$ cat src/rtl/serv_fetch_if.sv
// Wishbone-classic instruction bus between the fetch stage (master) and memory (slave).
// cyc doubles as stb; adr is always word aligned.
interface serv_fetch_if;
  logic [31:0] adr;
  logic        cyc;
  logic [31:0] rdt;
  logic        ack;
  logic        err;

  modport master (output adr, cyc, input  rdt, ack, err);
  modport slave  (input  adr, cyc, output rdt, ack, err);
endinterface

$ cat src/rtl/serv_fetch.sv
// Instruction fetch stage: demand fetch over Wishbone, single-entry PC+4 prefetch buffer,
// bus watchdog and one-cycle delivery/fault/misalign strobes toward the decoder.
module serv_fetch #(
  parameter bit          PREFETCH = 1'b1,
  parameter int unsigned TIMEOUT  = 255
) (
  input  logic         clk,
  input  logic         i_rst,
  input  logic         i_fetch_req,
  input  logic [31:0]  i_pc,
  input  logic         i_flush,
  serv_fetch_if.master ibus,
  output logic [29:0]  o_wb_rdt,
  output logic         o_wb_en,
  output logic         o_fetch_fault,
  output logic         o_misalign,
  output logic         o_busy
);
  localparam int             WDW = $clog2(TIMEOUT + 2);
  localparam logic [WDW-1:0] TMO = WDW'(TIMEOUT);

  typedef enum logic [1:0] {S_IDLE, S_FETCH, S_PREF, S_DRAIN} state_e;

  typedef struct packed {
    logic        vld;
    logic [31:0] adr;
    logic [29:0] dat;
  } pbuf_t;

  state_e         state_q;
  pbuf_t          buf_q;
  logic [31:0]    adr_q, pend_pc_q;
  logic           cyc_q, pend_q, busy_q, wb_en_q, fault_q, mis_q;
  logic [29:0]    wb_rdt_q;
  logic [WDW-1:0] wdog_q;

  logic           req_ok, mis, take, ack, err, tmo, ok, bad, close;
  logic           hit, claim, demand, drain, pend_nxt;
  logic [WDW-1:0] wdog_inc;
  logic [31:0]    nxt_pc, drain_pc;
  logic           unused_rdt_lo;

  assign unused_rdt_lo = ^ibus.rdt[1:0];

  always_comb begin
    req_ok   = i_fetch_req & ~busy_q;
    mis      = req_ok & (i_pc[1:0] != 2'b00);
    take     = req_ok & ~mis;
    ack      = cyc_q & ibus.ack;
    err      = cyc_q & ibus.err;
    wdog_inc = wdog_q + 1'b1;
    tmo      = (TIMEOUT != 0) & cyc_q & ~ack & ~err & (wdog_inc == TMO);
    bad      = err | tmo;
    ok       = ack & ~err;
    close    = ok | bad;
    hit      = take & ~i_flush & buf_q.vld & (buf_q.adr == i_pc);
    // A demand for the word already being prefetched adopts the open cycle.
    claim    = (state_q == S_PREF) & cyc_q & take & ~i_flush & (i_pc == adr_q);
    demand   = ((state_q == S_FETCH) & cyc_q) | claim;
    drain    = (state_q == S_DRAIN) |
               ((state_q == S_PREF) & cyc_q & (i_flush | take));
    pend_nxt = ((state_q == S_DRAIN) & pend_q) | take;
    drain_pc = take ? i_pc : pend_pc_q;
    nxt_pc   = adr_q + 32'd4;
  end

  always_ff @(posedge clk or posedge i_rst) begin
    if (i_rst) begin
      state_q   <= S_IDLE;
      buf_q     <= '0;
      adr_q     <= '0;
      pend_pc_q <= '0;
      pend_q    <= 1'b0;
      cyc_q     <= 1'b0;
      busy_q    <= 1'b0;
      wb_en_q   <= 1'b0;
      fault_q   <= 1'b0;
      mis_q     <= 1'b0;
      wb_rdt_q  <= 30'h0000_0004;
      wdog_q    <= '0;
    end else begin
      wb_en_q <= 1'b0;
      fault_q <= 1'b0;
      mis_q   <= mis;
      if (wb_en_q | fault_q) busy_q <= 1'b0;
      if (i_flush) buf_q.vld <= 1'b0;
      if (cyc_q) wdog_q <= close ? '0 : wdog_inc;

      if (demand) begin
        if (claim) busy_q <= 1'b1;
        if (ok) begin
          wb_en_q  <= 1'b1;
          wb_rdt_q <= ibus.rdt[31:2];
          cyc_q    <= 1'b0;
          if (PREFETCH) begin
            state_q <= S_PREF;
            adr_q   <= nxt_pc;
          end else begin
            state_q <= S_IDLE;
          end
        end else if (bad) begin
          fault_q <= 1'b1;
          cyc_q   <= 1'b0;
          state_q <= S_IDLE;
        end else if (claim) begin
          state_q <= S_FETCH;
        end
      end else if (drain) begin
        if (take) begin
          pend_pc_q <= i_pc;
          busy_q    <= 1'b1;
        end
        if (close) begin
          // Cycle closes with cyc low next clock; a pending demand relaunches after that gap.
          cyc_q  <= 1'b0;
          pend_q <= 1'b0;
          if (pend_nxt) begin
            state_q <= S_FETCH;
            adr_q   <= drain_pc;
          end else begin
            state_q <= S_IDLE;
          end
        end else begin
          state_q <= S_DRAIN;
          pend_q  <= pend_nxt;
        end
      end else begin
        case (state_q)
          S_IDLE: begin
            if (hit) begin
              wb_en_q  <= 1'b1;
              wb_rdt_q <= buf_q.dat;
            end else if (take) begin
              state_q   <= S_FETCH;
              cyc_q     <= 1'b1;
              adr_q     <= i_pc;
              wdog_q    <= '0;
              busy_q    <= 1'b1;
              buf_q.vld <= 1'b0;
            end
          end
          // Only reached with cyc low: the one-cycle gap before a relaunch.
          S_FETCH: begin
            cyc_q  <= 1'b1;
            wdog_q <= '0;
          end
          S_PREF: begin
            if (!cyc_q) begin
              if (i_flush) begin
                state_q <= S_IDLE;
              end else begin
                cyc_q  <= 1'b1;
                wdog_q <= '0;
              end
            end else if (ok) begin
              buf_q   <= '{vld: 1'b1, adr: adr_q, dat: ibus.rdt[31:2]};
              cyc_q   <= 1'b0;
              state_q <= S_IDLE;
            end else if (bad) begin
              cyc_q   <= 1'b0;
              state_q <= S_IDLE;
            end
          end
          default: ;
        endcase
      end
    end
  end

  assign ibus.adr      = adr_q;
  assign ibus.cyc      = cyc_q;
  assign o_wb_rdt      = wb_rdt_q;
  assign o_wb_en       = wb_en_q;
  assign o_fetch_fault = fault_q;
  assign o_misalign    = mis_q;
  assign o_busy        = busy_q;
endmodule

$ cat src/flat_wrapper.sv
// flat-port wrapper written by rule: the top's interface ports become plain ports
module serv_fetch_flat 
#(
  parameter bit          PREFETCH = 1'b1,
  parameter int unsigned TIMEOUT  = 255
)
  (clk, i_rst, i_fetch_req, i_pc, i_flush, o_wb_rdt, o_wb_en, o_fetch_fault, o_misalign, o_busy, ibus_adr, ibus_cyc, ibus_rdt, ibus_ack, ibus_err);
  serv_fetch_if ibus_i ();
  input  logic clk;
  input  logic i_rst;
  input  logic i_fetch_req;
  input  logic [31:0] i_pc;
  input  logic i_flush;
  output logic [29:0] o_wb_rdt;
  output logic o_wb_en;
  output logic o_fetch_fault;
  output logic o_misalign;
  output logic o_busy;
  output wire logic [$bits(ibus_i.adr)-1:0] ibus_adr;
  output wire logic [$bits(ibus_i.cyc)-1:0] ibus_cyc;
  input wire logic [$bits(ibus_i.rdt)-1:0] ibus_rdt;
  input wire logic [$bits(ibus_i.ack)-1:0] ibus_ack;
  input wire logic [$bits(ibus_i.err)-1:0] ibus_err;
  assign ibus_adr = ibus_i.adr;
  assign ibus_cyc = ibus_i.cyc;
  assign ibus_i.rdt = ibus_rdt;
  assign ibus_i.ack = ibus_ack;
  assign ibus_i.err = ibus_err;
  serv_fetch #(.PREFETCH(PREFETCH), .TIMEOUT(TIMEOUT)) u_core (.clk(clk), .i_rst(i_rst), .i_fetch_req(i_fetch_req), .i_pc(i_pc), .i_flush(i_flush), .ibus(ibus_i), .o_wb_rdt(o_wb_rdt), .o_wb_en(o_wb_en), .o_fetch_fault(o_fetch_fault), .o_misalign(o_misalign), .o_busy(o_busy));
endmodule
$ cat config.mk
export PLATFORM = sky130hd
export DESIGN_NAME = serv_fetch_flat
export DESIGN_NICKNAME = d
export VERILOG_FILES = /design/src/rtl/serv_fetch_if.sv /design/src/rtl/serv_fetch.sv /design/src/flat_wrapper.sv
export SDC_FILE = /design/constraint.sdc
export NUM_CORES = 1
export LEC_CHECK = 0
export CORE_ASPECT_RATIO = 0.5
export CORE_MARGIN = 5
export CORE_UTILIZATION = 53
export CTS_CLUSTER_DIAMETER = 120
export DETAILED_ROUTE_END_ITERATION = 6
export MAX_ROUTING_LAYER = met4
export PLACE_DENSITY = 0.76
export SLEW_MARGIN = 20
export SYNTH_ARGS = -nofsm -noshare
export SYNTH_HDL_FRONTEND = slang
export SYNTH_SLANG_ARGS = --single-unit
$ cat constraint.sdc
create_clock -name clk -period 11.9 [get_ports clk]
set_input_delay 2.975 -clock clk [delete_from_list [all_inputs] [get_ports clk]]
set_output_delay 2.975 -clock clk [all_outputs]
set_load 0.05 [all_outputs]
== Word-level counts from Yosys, hierarchy flattened ==
Index checks and enable logic that the tools add are counted.

* Register bits: 174
* Bits in latches: 0
* Memory bits (writable): 0
* Memory bits (read-only): 0
* Input bits: 70
* Output and inout bits: 67
* Word-level logic and storage cells: 154
* Memories kept: 0

* Add/sub/neg operators: 2
* $mul: 0
* Div/mod/pow operators: 0
* $lt $le $gt $ge: 0
* Eq/ne operators: 17
* Shift operators: 0
* Mux-type cells: 74
* Bitwise gates (word level): 33
* Reductions and logical operators: 14

{| class="wikitable"
|+ Operator list
! operator !! count
|-
| 32-bit 2-to-1 mux || 9
|-
| 63-bit 2-to-1 mux || 4
|-
| 30-bit 2-to-1 mux || 5
|-
| 9-bit 2-to-1 mux || 8
|-
| 32-bit equality test || 2
|-
| 62-bit 2-to-1 mux || 1
|-
| 32-bit by 3-bit adder with 32-bit output, second input constant || 1
|-
| 1-bit 2-to-1 mux || 31
|-
| 9-bit one-hot mux with 3 select lines || 1
|-
| 2-bit 2-to-1 mux || 12
|-
| 1-bit AND || 19
|-
| 6-bit AND reduction || 2
|-
| 5-bit AND reduction || 2
|-
| 9-bit by 1-bit adder with 9-bit output, second input constant || 1
|-
| 9-bit by 8-bit equality test with 1-bit output, second input constant || 1
|-
| 4-bit by 1-bit inequality test with 1-bit output, second input constant || 2
|-
| 1-bit inverter || 7
|-
| 1-bit OR || 7
|-
| 3-bit by 1-bit inequality test with 1-bit output, second input constant || 2
|-
| 6-bit inequality test, second input constant || 1
|-
| 2-bit nonzero test || 3
|-
| 3-bit nonzero test || 2
|-
| 5-bit by 2-bit inequality test with 1-bit output, second input constant || 1
|-
| 5-bit nonzero test || 1
|-
| other kinds (13) || 15
|}

== Logic depth before layout (Yosys ltp) ==
* Depth in word-level cells: 14
* Gate-level depth with buffers: 12
* Depth with buffers taken out: 10

== Worst setup path after synthesis ==
Ideal clock, no wire load.

* Kind: input to register
* From: input i_pc[1]
* To: register u_core.adr_q[23], in the netlist u_core.ibus.adr[23]
* Setup time: 0.126 ns
* Arrival: 4.791 ns
* Required time: 11.774 ns
* Path slack: 6.983 ns
* Stages: 9
* Buffers on the path: 2
* Cells stage by stage: nor4b_2 buf_4 nand4_1 or4_4 nand3_2 a21oi_2 buf_6 a21boi_1 a311o_1

* Cells in the longest elaborated chain, start to end: 10
* Elaborated cells on any way between the ends: 29
* Those cells by class: 6 x eq/ne; 5 x mux; 14 x bitwise; 4 x reduce/logical

{| class="wikitable"
|+ RTL lines
! what !! RTL line !! text
|-
| start: declaration || flat_wrapper.sv:12 || <nowiki>input logic [31:0] i_pc;</nowiki>
|-
| 2-bit nonzero test || serv_fetch.sv:47 || <nowiki>mis = req_ok & (i_pc[1:0] != 2'b00);</nowiki>
|-
| 1-bit AND || serv_fetch.sv:47 ||
|-
| 1-bit inverter || serv_fetch.sv:48 || <nowiki>take = req_ok & ~mis;</nowiki>
|-
| 1-bit AND || serv_fetch.sv:48 ||
|-
| 1-bit AND (3 in series) || serv_fetch.sv:58 || <nowiki>claim = (state_q == S_PREF) & cyc_q & take & ~i_flush & (i_pc == adr_q);</nowiki>
|-
| 1-bit OR || serv_fetch.sv:59 || <nowiki>demand = ((state_q == S_FETCH) & cyc_q) | claim;</nowiki>
|-
| 3-bit inequality test (no line), or another cell as far along || - ||
|-
| 6-bit AND reduction (no line) || - ||
|-
| end signal: assignment || serv_fetch.sv:97 || <nowiki>adr_q <= nxt_pc;</nowiki>
|-
| end signal: assignment || serv_fetch.sv:119 || <nowiki>adr_q <= drain_pc;</nowiki>
|-
| end signal: assignment || serv_fetch.sv:136 || <nowiki>adr_q <= i_pc;</nowiki>
|-
| end: declaration || serv_fetch.sv:32 || <nowiki>logic [31:0] adr_q, pend_pc_q;</nowiki>
|}

Several ways; a longest one is shown, not always the timed one. The select of a mux whose other input is x is not followed.
A chain may end at the register's enable or synchronous reset.

== Worst setup path after layout ==
* From: input i_pc[18]
* To: register u_core.adr_q[8], in the netlist u_core.ibus.adr[8]

* Cells in the longest elaborated chain, start to end: 5
* Elaborated cells on any way between the ends: 13
* Those cells by class: 6 x eq/ne; 1 x mux; 3 x bitwise; 3 x reduce/logical

{| class="wikitable"
|+ RTL lines
! what !! RTL line
|-
| 32-bit equality test || serv_fetch.sv:58
|-
| 1-bit AND || serv_fetch.sv:58
|-
| 1-bit OR || serv_fetch.sv:59
|-
| 3-bit inequality test (no line), or another cell as far along || -
|-
| 6-bit AND reduction (no line) || -
|}

Several ways; a longest one is shown, not always the timed one.

==> results list <==
- The initial antenna violation count was 0.
- Num CTS Buffers: 17
* Post-Route Utilization: 65.24%
- The analysis attributes to cell leakage a power of roughly 0.005 uW.
* Share of cell area taken by muxes after synthesis: around 13%
- Synthesis produced 881 cells.
- Start point of the critical path: i_pc[18]
* Worst skew pair latency: 0.43 ns
- Vias in the first global route: 7267
* Launching point of the worst reg2reg path: u_core.wdog_q[0]$_DFF_PP0_
- For this run, the slowest stage of the critical path takes 0.69 ns.
- Of the available clock period, the critical path in the final layout requires 52.12%.
- Category of the worst setup path capture point: flip-flop
* Initial core utilization: 53.52%
- In this run the core area contains 34 standard-cell rows.
- Top cell types by occurrence after synthesis: 173 x sky130_fd_sc_hd__dfrtp_1, 115 x sky130_fd_sc_hd__nand2_1, 78 x sky130_fd_sc_hd__nor2_1, 60 x sky130_fd_sc_hd__mux2_2, 50 x sky130_fd_sc_hd__xor2_1
* Largest family of logic cells by synthesized area: simple AND/OR/NAND/NOR gates
- Slowest CP cell: sky130_fd_sc_hd__nor2_2
- Number of max-slew violations in the final report: 0
- VDD sags by at most 0.1413 mV.
- Along the worst path, the maximum fanout reaches 44.
- The most used flip-flop cell after synthesis is sky130_fd_sc_hd__dfrtp_1.
- Number of iterations in the first detailed-routing pass: 7
- The synthesized netlist devotes 11.81% of its cell area to compound gates.
- Die outline area: 0.02025 mm2
- Entering global routing, the biggest net connects 98 pins.
* Finished Layout Cells: 1237
* Worst Min Path Start: u_core.pend_pc_q[22]$_DFFE_PP0P_
- Core box area: about 0.017 mm2
* Worst-case hold slack: 0.4896 ns
* WL per Instance: 19.66 um
- Quantity of gates resized following cts: 0
- Summed over all layers, the global routing overflow is 0.
* Number of synthesis warnings: 0
- Residual DRC: 0
* Area used by multi-input combinational logic: 0.004501 mm2
- For flop-to-flop paths, the worst setup slack is 8.26 ns.
- Antenna cells: 0
* Netlist cell types: 74
- The tree built by TritonCTS fans out to 174 sinks.
- Synthesis-stage register bit count: 174
* Post-layout net count: 1063
- The clock arrives with 0.01376 ns of skew.
- Post-cts hold buffer count: 0
- Adder-cell share of the synthesized area: 0.4081%
* Per-cell via count in the routed design: 5.923
- The die is between 150 and 200 um wide.
- The worst setup path is launched from an input port.
- Area share of the largest cell type after synthesis: between 40% and 50%
- Cell type with the highest aggregate area in the netlist: sky130_fd_sc_hd__dfrtp_1
- Clock tree from TritonCTS: yes
* Total routed wirelength: 24320 um
- GRT Total Usage: 25.14%
- Setup repair after global routing left no endpoint under its margin.
- In this run the remaining antenna-violating nets after routing total 0.
* Simple-gate share of the synthesized area: 16.73%
- Traced cell by cell, the critical path runs through clkdlybuf4s50_1, xor2_1, nor4_1, nand3_1, nor4_4, nor2_4, buf_4, nor2_2, a311oi_1, a211oi_1.
- Pin slew with the least headroom to its limit: 0.9366 ns
* Critical path's top delay family: simple AND/OR/NAND/NOR gates
- GP Congestion: 0.9343
- Setup violations remaining at the end of the flow were counted as 0.
- Hold violation count in the final report: 0
- Summing every instance area after synthesis gives 0.009198 mm2.
* Total power: 3020 uW
- Achievable frequency: 161.2 MHz
* Critical path data arrival time: about 6.5 ns
* HPWL after detailed placement: 16430 um
- Global-route wire length before repair: 38950 um
- Instance count along the most critical hold path: 1
- The sequential cells in the finished layout cover a total of around 0.0044 mm2.
- Cell types with the largest area share after synthesis: sky130_fd_sc_hd__dfrtp_1 47%, sky130_fd_sc_hd__mux2_2 7.3%, sky130_fd_sc_hd__xor2_1 4.8%
* Capture point of the worst reg-to-reg path: u_core.ibus.adr[25]$_DFFE_PP0P_
* Status: finished clean
* Library cell used as clock root buffer: sky130_fd_sc_hd__clkbuf_16
- Share of layout cells above drive strength 1: between 10 and 15%
- Placed instance count: approximately 1200
* Most used standard cell by instance count after synthesis: sky130_fd_sc_hd__dfrtp_1
- STA puts the critical path data required time at ~12 ns.
- The average instance in the mapped netlist occupies 10.44 um2.
- During placement, the flow inserted port buffers numbering 134.
- Relative to the synthesized area, the layout overhead comes to 21.92%.
- The worst register-to-register path has a depth of 10.
- The worst hold path belongs to the class flip-flop to flip-flop.
- Number of nets in the synthesized netlist: 954
- Clock-pin slew of the registers on the worst-case setup and hold paths: approximately 0.070 ns
- The synthesized design contains 0 enable-type register cells.
* Setup TNS after final layout: 0 ns
- For this block, the initial DRC count from the detailed router was about 590.
* Vertical die dimension: 103.2 um
- Crit path buffers/inverters: 2
* Max-Cap Viols: 0
- Of all flip-flops after synthesis, the portion carrying an async set or reset was 100.0%.
- Measured against its own limit, the worst slew margin works out to between 30% and 40%.
- The share of the Yosys chip area taken by registers is between 40% and 50%.
* CTS Buffer Depth: 2
- I/O pins: 137
- Via count: 7327
- Worst Hold Endpoint: u_core.pend_pc_q[22]$_DFFE_PP0P_
- Xor and xnor area share after synthesis: ~6.3%
- Fill cell instance count of the final layout: 1350
- Once the clock tree was built, the setup fixing pass inserted 0 buffers.
- For the finished layout, the period the worst path requires is 6.202 ns.
- PD cells: 269.3 mW/mm2
- The H-tree was split into 4 levels.
- Startpoint-to-endpoint class of the critical path: input port to flip-flop
==> how the worst max path moves through the flow <==
stage                                            endpoint  depth (start not counted)
after floorplan               u_core.buf_q[0]$_DFFE_PP0P_                          1
after global placement    u_core.ibus.adr[24]$_DFFE_PP0P_                         10
after detailed placement   u_core.ibus.adr[8]$_DFFE_PP0P_                         10
after CTS                  u_core.ibus.adr[8]$_DFFE_PP0P_                         10
after global routing      u_core.ibus.adr[24]$_DFFE_PP0P_                         10
final                      u_core.ibus.adr[8]$_DFFE_PP0P_                         10
==> report_power, final <==
part	internal [uW]	leakage [uW]	switching (uW)
combinational	528	0.00248	875
sequential	824	0.00224	235
clock	283	0.000288	276
==> flip-flops by register name, summed over array words and instances, names as in the netlist <==
name,count
u_core.buf_q,63
u_core.ibus.adr,32
u_core.pend_pc_q,32
u_core.o_wb_rdt,30
u_core.wdog_q,9
u_core.state_q,2
u_core.ibus.cyc,1
u_core.o_busy,1
u_core.o_fetch_fault,1
u_core.o_misalign,1
u_core.o_wb_en,1
u_core.pend_q,1
==> cells in the final DEF, fill, tap and decap left out, drive strengths merged, types with 3 or more instances in the layout <==
cell           synthesis  layout
dfrtp                173     173
buf                   36       8
o21a                   4       4
and3                  18      18
o21ai                 26      26
mux2i                 20      20
a21oi                 22      22
xor2                  50      50
nor2b                  7       7
and4                   3       3
nand3                 18      18
clkinv                 0       8
a22o                   3       3
a311oi                 8       8
a32oi                  3       3
xnor2                 16      16
ha                     3       3
nor3                  20      20
inv                   15      21
o31ai                  3       3
mux2                  86      86
nand2                116     116
a31oi                 33      33
a221oi                 3       3
clkdlybuf4s50          0     134
nand4                 10      10
nor4                  19      19
clkbuf                16      17
a211oi                22      22
and2                   6       6
nor2                  80      80
nand2b                 4       4
==> cells by family after synthesis <==
| kind of cell | after synthesis |
|---|---|
| flops | 174 |
| xor+xnor | 66 |
| simple gates | 315 |
| compound gates | 150 |
| mux | 106 |
| fa+ha+maj | 3 |
| buf+inv | 67 |
==> cell type report <==
cell class,count,area share [%]
Clock buffer,17,3.794
Clock inverter,15,1.540
Timing Repair Buffer,142,12.53
Inverter,15,0.5468
Sequential cell,174,38.84
Multi-Input combinational cell,640,40.14
Tap cell,234,2.611
==> through the flow <==
step                      worst slack (ns)  cell area [um2]
final                                5.698            11210
after global routing                 5.600            11210
after CTS                            5.803            11210
after detailed placement             5.381            10610
after global placement               5.490            10610
after floorplan                      4.210             9198
==> metal layers <==
metal  track usage (%)  vias to the layer above  share of wire (%)
li1                  -                     3370                  -
met1             34.19                     3658                 45
met2             38.48                      261                 46
met3             4.865                       38                6.3
met4             8.204                        0                2.0
met5                 -                        -                  0
==> worst reg2reg max path, stage by stage, from the launching register on <==
cell	delay (ns)
sky130_fd_sc_hd__dfrtp_1	0.49
sky130_fd_sc_hd__ha_1	0.38
sky130_fd_sc_hd__and4_1	0.24
sky130_fd_sc_hd__mux2i_1	0.07
sky130_fd_sc_hd__o32a_1	0.25
sky130_fd_sc_hd__o31ai_4	0.43
sky130_fd_sc_hd__nand4b_2	0.26
sky130_fd_sc_hd__a21oi_4	0.66
sky130_fd_sc_hd__buf_4	0.41
sky130_fd_sc_hd__and3_1	0.24
sky130_fd_sc_hd__a211oi_1	0.05
(Power assumes the default switching activity.)
